`src/rtl/adc_wavelet_pkg.sv`:
```
// rtl/adc_wavelet_pkg.sv - shared constants, sample type and parameter check for the ADC sample window
//
// Purpose: shared definitions for adc_sample_window and adc_level_window.
//   ADC_WIDTH_DEF      default bits per ADC sample
//   TAPS_* / LEVELS_*  legal ranges for window depth and decimation levels
//   adc_sample_t       one sample at the default width
//   params_legal()     elaboration-time range check used by the top
package adc_wavelet_pkg;

  localparam int ADC_WIDTH_DEF = 14;
  localparam int TAPS_MIN      = 2;
  localparam int TAPS_MAX      = 16;
  localparam int LEVELS_MIN    = 1;
  localparam int LEVELS_MAX    = 8;

  typedef logic [ADC_WIDTH_DEF-1:0] adc_sample_t;

  function automatic bit params_legal(input int taps, input int levels);
    return (taps >= TAPS_MIN) && (taps <= TAPS_MAX) &&
           (levels >= LEVELS_MIN) && (levels <= LEVELS_MAX);
  endfunction

endpackage

```
`src/rtl/adc_level_window.sv`:
```
// rtl/adc_level_window.sv - one decimation level: tap shift register, fill counter, valid/primed flags
//
// Purpose: holds the last TAPS samples delivered to this level.
// Ports:
//   clk, rst_n      clock, synchronous active-low reset
//   flush           clears taps and fill count
//   upd             shift sample in on this edge
//   sample          incoming sample
//   taps            tap t at [t*ADC_WIDTH +: ADC_WIDTH], tap 0 newest
//   win_valid       one-cycle pulse after an update that leaves the window full
//   win_primed      window holds TAPS samples since last reset/flush
module adc_level_window
  import adc_wavelet_pkg::*;
#(
  parameter int ADC_WIDTH = ADC_WIDTH_DEF,
  parameter int TAPS      = 4
) (
  input  logic                      clk,
  input  logic                      rst_n,
  input  logic                      flush,
  input  logic                      upd,
  input  logic [ADC_WIDTH-1:0]      sample,
  output logic [TAPS*ADC_WIDTH-1:0] taps,
  output logic                      win_valid,
  output logic                      win_primed
);

  localparam int FW = $clog2(TAPS + 1);
  localparam logic [FW-1:0] FULL = FW'(TAPS);

  logic [FW-1:0] fill;
  logic [FW-1:0] fill_next;

  // Saturating so the window stays "full" forever once primed.
  assign fill_next  = (fill == FULL) ? FULL : fill + FW'(1);
  assign win_primed = (fill == FULL);

  always_ff @(posedge clk) begin
    if (!rst_n || flush) begin
      taps      <= '0;
      fill      <= '0;
      win_valid <= 1'b0;
    end else begin
      win_valid <= 1'b0;
      if (upd) begin
        taps      <= {taps[(TAPS-1)*ADC_WIDTH-1:0], sample};
        fill      <= fill_next;
        win_valid <= (fill_next == FULL);
      end
    end
  end

endmodule

```
`src/rtl/adc_sample_window.sv`:
```
// rtl/adc_sample_window.sv - multi-level decimated sliding windows over an ADC sample stream
//
// Purpose: aligns incoming samples through VALID_DELAY stages, then feeds
//   LEVELS windows; level k takes every 2^k-th sample since reset/flush.
// Optional feature: ADC_OFFSET_BINARY_EN inverts the input MSB at the first
//   pipeline stage (offset-binary to two's complement).
// Ports:
//   clk, rst_n          clock, synchronous active-low reset
//   adc_data_in         raw sample
//   adc_data_in_valid   sample accepted on this edge
//   flush               clear windows, phases, fills and in-flight samples
//   win_data            level l tap t at [(l*TAPS+t)*ADC_WIDTH +: ADC_WIDTH]
//   win_valid           per-level pulse on update of a full window
//   win_primed          per-level window-full flag
module adc_sample_window
  import adc_wavelet_pkg::*;
#(
  parameter int ADC_WIDTH   = ADC_WIDTH_DEF,
  parameter int TAPS        = 4,
  parameter int LEVELS      = 3,
  parameter int VALID_DELAY = 3
) (
  input  logic                             clk,
  input  logic                             rst_n,
  input  logic [ADC_WIDTH-1:0]             adc_data_in,
  input  logic                             adc_data_in_valid,
  input  logic                             flush,
  output logic [LEVELS*TAPS*ADC_WIDTH-1:0] win_data,
  output logic [LEVELS-1:0]                win_valid,
  output logic [LEVELS-1:0]                win_primed
);

  localparam bit PARAMS_OK = params_legal(TAPS, LEVELS);

  if (!PARAMS_OK) begin : g_illegal_params
    $error("adc_sample_window: TAPS or LEVELS out of range");
  end

  logic [ADC_WIDTH-1:0]   first_data;
  logic [ADC_WIDTH-1:0]   pipe_data [VALID_DELAY];
  logic [VALID_DELAY-1:0] pipe_valid;
  logic                   dv;
  logic [LEVELS-1:0]      upd;

`ifdef ADC_OFFSET_BINARY_EN
  assign first_data = {~adc_data_in[ADC_WIDTH-1], adc_data_in[ADC_WIDTH-2:0]};
`else
  assign first_data = adc_data_in;
`endif

  // Data needs no reset: only the valid bits decide whether it is used.
  always_ff @(posedge clk) begin
    pipe_data[0] <= first_data;
    for (int i = 1; i < VALID_DELAY; i++) begin
      pipe_data[i] <= pipe_data[i-1];
    end
  end

  // Flush empties the pipeline too, so samples accepted around it never land.
  always_ff @(posedge clk) begin
    if (!rst_n || flush) begin
      pipe_valid <= '0;
    end else begin
      pipe_valid[0] <= adc_data_in_valid;
      for (int i = 1; i < VALID_DELAY; i++) begin
        pipe_valid[i] <= pipe_valid[i-1];
      end
    end
  end

  // Flush wins over a coincident arriving sample.
  assign dv     = pipe_valid[VALID_DELAY-1] && !flush;
  assign upd[0] = dv;

  // Level k shifts on even-numbered updates of level k-1; the phase bit
  // flips on every level k-1 update, so phase==0 marks samples 0,2,4...
  for (genvar k = 1; k < LEVELS; k++) begin : g_phase
    logic phase;

    always_ff @(posedge clk) begin
      if (!rst_n || flush) begin
        phase <= 1'b0;
      end else if (upd[k-1]) begin
        phase <= ~phase;
      end
    end

    assign upd[k] = upd[k-1] && !phase;
  end

  for (genvar l = 0; l < LEVELS; l++) begin : g_level
    adc_level_window #(
      .ADC_WIDTH (ADC_WIDTH),
      .TAPS      (TAPS)
    ) u_level (
      .clk        (clk),
      .rst_n      (rst_n),
      .flush      (flush),
      .upd        (upd[l]),
      .sample     (pipe_data[VALID_DELAY-1]),
      .taps       (win_data[l*TAPS*ADC_WIDTH +: TAPS*ADC_WIDTH]),
      .win_valid  (win_valid[l]),
      .win_primed (win_primed[l])
    );
  end

endmodule

```
`config.mk`:
```
export PLATFORM = sky130hd
export DESIGN_NAME = adc_sample_window
export DESIGN_NICKNAME = d
export VERILOG_FILES = /design/src/rtl/adc_wavelet_pkg.sv /design/src/rtl/adc_level_window.sv /design/src/rtl/adc_sample_window.sv
export SDC_FILE = /design/constraint.sdc
export NUM_CORES = 1
export LEC_CHECK = 0
export ABC_CLOCK_PERIOD_IN_PS = 3800
export CAP_MARGIN = 20
export CORE_ASPECT_RATIO = 1.2
export CORE_MARGIN = 1.5
export CORE_UTILIZATION = 35
export CTS_BUF_LIST = sky130_fd_sc_hd__clkbuf_4
export DETAILED_ROUTE_END_ITERATION = 10
export PLACE_DENSITY_LB_ADDON = 0.1
export SYNTH_ARGS = -nofsm -noshare
export SYNTH_HDL_FRONTEND = slang
export SYNTH_HIERARCHICAL = 1
export SYNTH_SLANG_ARGS = --single-unit
```
`constraint.sdc`:
```
create_clock -name clk -period 3.8 [get_ports clk]
set_input_delay 1.14 -clock clk [delete_from_list [all_inputs] [get_ports clk]]
set_output_delay 1.14 -clock clk [all_outputs]
set_load 0.02 [all_outputs]
```
==> run_results.csv <==
group,metric,value,unit
floorplanning,core,21800,µm²
sta,skew,0.0169,ns
global_route,grt_usage,15.3,%
floorplanning,die_area,23100,µm²
floorplanning,start_util,35.7,%
synth,synth_async_sr_flop_share,0,%
routing,vias_per_cell,4.47,
pwr,switchingPower,0.981,mW
critical_path,cp_max_fo,5,
hold_path,hp-class,"flop to flop",
synth,synth_top_area_cell,"dfxtp_1",
synth,synth_xor_area_share,0.225,%
synth,postSynthAreaPerCell,11.6,µm²
pwr,vdd_drop_max,0.000214,V
sta,min_period_over_period,85.1,%
pwr,p_clk_share,44.8,%
flow_run,cap_violations,0,
critical_path,r2r_setup_slack,1.96,ns
synth,synthDistinctLibCells,21,
pwr,p_per_area,431,nW/µm²
clock_network,clk_pin_slew,0.07,ns
global_route,grt_overflow_total,0,
synth,synth-compound-area-share,1.50,%
synth,ys.flop_type,"dfxtp_1",
synth,syn_area,7770,µm²
floorplanning,die_y,166,µm
critical_path,arrival,2.09,ns
synth,synthTopCellsByArea,"dfxtp_1 58%, mux2i_1 22%, nor2_1 8.5%",
synth,synth_edf_count,0,
placement,dp_cells,1098,
sta,setup_ws,0.568,ns
routing,dr_total_vias,5369,
final_layout,instances_no_fill,1200,
clock_network,cts_sinks,227,
final_layout,syn_to_final_growth,34.5,%
synth,yosysMostFrequentCell,"dfxtp_1",
clock_network,cts_resized,0,
sta,slew_headroom,33.4,%
hold_path,hp-start,"pipe_data[0][2]",
global_route,antenna_found_initial,1,
sta,whs,0.318,ns
sta,fmax,309,MHz
clock_network,cts_max_level,2,
pwr,combPwrFrac,1.4,%
critical_path,cp_data_required_time,2.66,ns
pwr,p_seq_share,53.8,%
floorplanning,rows,59,
critical_path,critical_path.startpoint_type,"flop",
critical_path,r2r-start,"pipe_valid[2]",
clock_network,numCtsBuffers,58,
sta,rsz0062_at_grt,"false",
synth,synth_top_family_by_area,"multiplexers",
pwr,p_int,3.52,mW
synth,synth-seq-cells,227,
global_route,grt_max_degree,62,
placement,place_area,9720,µm²
critical_path,critical_path_class,"flop to output pin",
routing,routedWlPerCell,15.1,µm
synth,synth.net_count,696,
placement,dp_hpwl,11.9,mm
sta,tightest_slew,0.999,ns
final_layout,final_area,10500,µm²
placement,pre_cts_slack,0.618,ns
sta,hold_viol,0,
final_layout,drive_gt1_share,11.9,%
placement,port_buffers,191,
sta,period_needed,3.23,ns
clock_network,cts_hold_buf,0,
placement,gp_congestion,0.683,
pwr,p_leak,3.45,nW
clock_network,insertion_delay,0.65,ns
outcome,violations,"DRC",
routing,route.detailed.drc,11,
final_layout,nNetsFinal,908,
global_route,grt_pass1_vias,5257,
synth,ys.warnings.count,6,
synth,syn-instance-count,672,
synth,synth_mux_area_share,22.4,%
routing,drtIter0Drc,187,
clock_network,post_cts_buffers,0,
clock_network,cts-root-buf,"clkbuf_4",
synth,synthDominantCellAreaShare,58.5,%
floorplanning,ios,192,
sta,finalSetupViolCount,0,
clock_network,cts_max_path_buffers,3,
clock_network,cts_tree,"yes",
outcome,status,"complete, but fails checks",
synth,ys_seq_area_share,58.5,%
pwr,swShare,21.8,%
routing,ant_nets,0,
synth,synthSimpleGateAreaFrac,11.5,%
sta,setup_tns,0,ns
routing,first_pass_iters,7,
synth,synth_common_cells,"227 x dfxtp_1, 176 x nor2_1, 174 x mux2i_1",
floorplanning,die_x,139,µm
global_route,grt_pass1_wl,28.3,mm
critical_path,endpoint_kind,"output pin",
synth,yosys.area_share.adder,0.966,%
critical_path,critPathLaunch,"g_level[0].u_level/fill[0]",
routing,drt-total-wl,18.1,mm
sta,finalMaxSlewViolations,0,
[logic make-up after synthesis]
logic type,count (synthesis)
compound gates,15
flops,227
buf+inv,48
xor+xnor,2
fa+ha+maj,6
mux,174
simple gates,200
[stage by stage]
step | util, % | power [mW]
after floorplan | - | 2.51
after global placement | 44.6 | 2.54
after detailed placement | 44.6 | 2.54
after CTS | 48.0 | 4.61
after global routing | 48.0 | 4.75
final | 48.0 | 4.50
[sequential cells by signal, summed over array words and instances (netlist names)]
signal	count
g_level.u_level/taps	168
pipe_data	42
g_level.u_level/fill	9
g_level.u_level/win_valid	3
pipe_valid	3
g_phase.phase	2
[final timing paths]
path                                                     end  cells past startpoint
worst max-delay path                           win_primed[0]                      4
worst min-delay path                        pipe_data[0][16]                      0
worst max register to register  g_level[0].u_level/win_valid                      4
worst min register to register              pipe_data[0][16]                      0
[worst max-delay path: stages (launching register included)]
cell and delay, ns:
dfxtp_1 0.41, inv_1 0.09, ha_1 0.23, and2_1 0.18, clkdlybuf4s50_1 0.55
[layer usage]
metal | vias up | wire, µm | global-route usage [%]
met5 | - | 0 | 0
met1 | 2486 | 7940 | 18.2
met2 | 161 | 8540 | 25.2
met4 | 0 | 331 | 6.15
met3 | 30 | 1250 | 5.45
li1 | 2692 | - | -
[power groups by stage]
stage / combinational, mW / sequential, mW / clock (mW)
2_1_floorplan: 0.0448 / 2.46 / 0
3_3_place_gp: 0.0640 / 2.48 / 0
3_5_place_dp: 0.0652 / 2.48 / 0
4_1_cts: 0.0654 / 2.42 / 2.12
5_1_grt: 0.0703 / 2.42 / 2.25
6_report: 0.0642 / 2.42 / 2.02
[cell usage in the layout (no fill, tap or decap), types with 4 or more instances in the layout]
| cell type | n |
|---|---|
| a21oi_1 | 6 |
| and2_1 | 6 |
| clkbuf_4 | 86 |
| clkdlybuf4s50_1 | 191 |
| clkinv_1 | 8 |
| dfxtp_1 | 227 |
| ha_1 | 6 |
| inv_1 | 6 |
| mux2i_1 | 174 |
| nand2b_1 | 4 |
| nor2_1 | 176 |
| nor2b_1 | 5 |
[final cells by class]
type / instances / area, µm²
multi-input combinational: 397 / 2850
antenna: 2 / 5.00
tap: 274 / 343
inverter: 6 / 22.5
fill: 1981 / 11300
clock buffer: 86 / 646
timing repair buffer: 194 / 1960
sequential: 227 / 4540
clock inverter: 14 / 82.6
No activity file was read; power rests on OpenSTA's default activity.
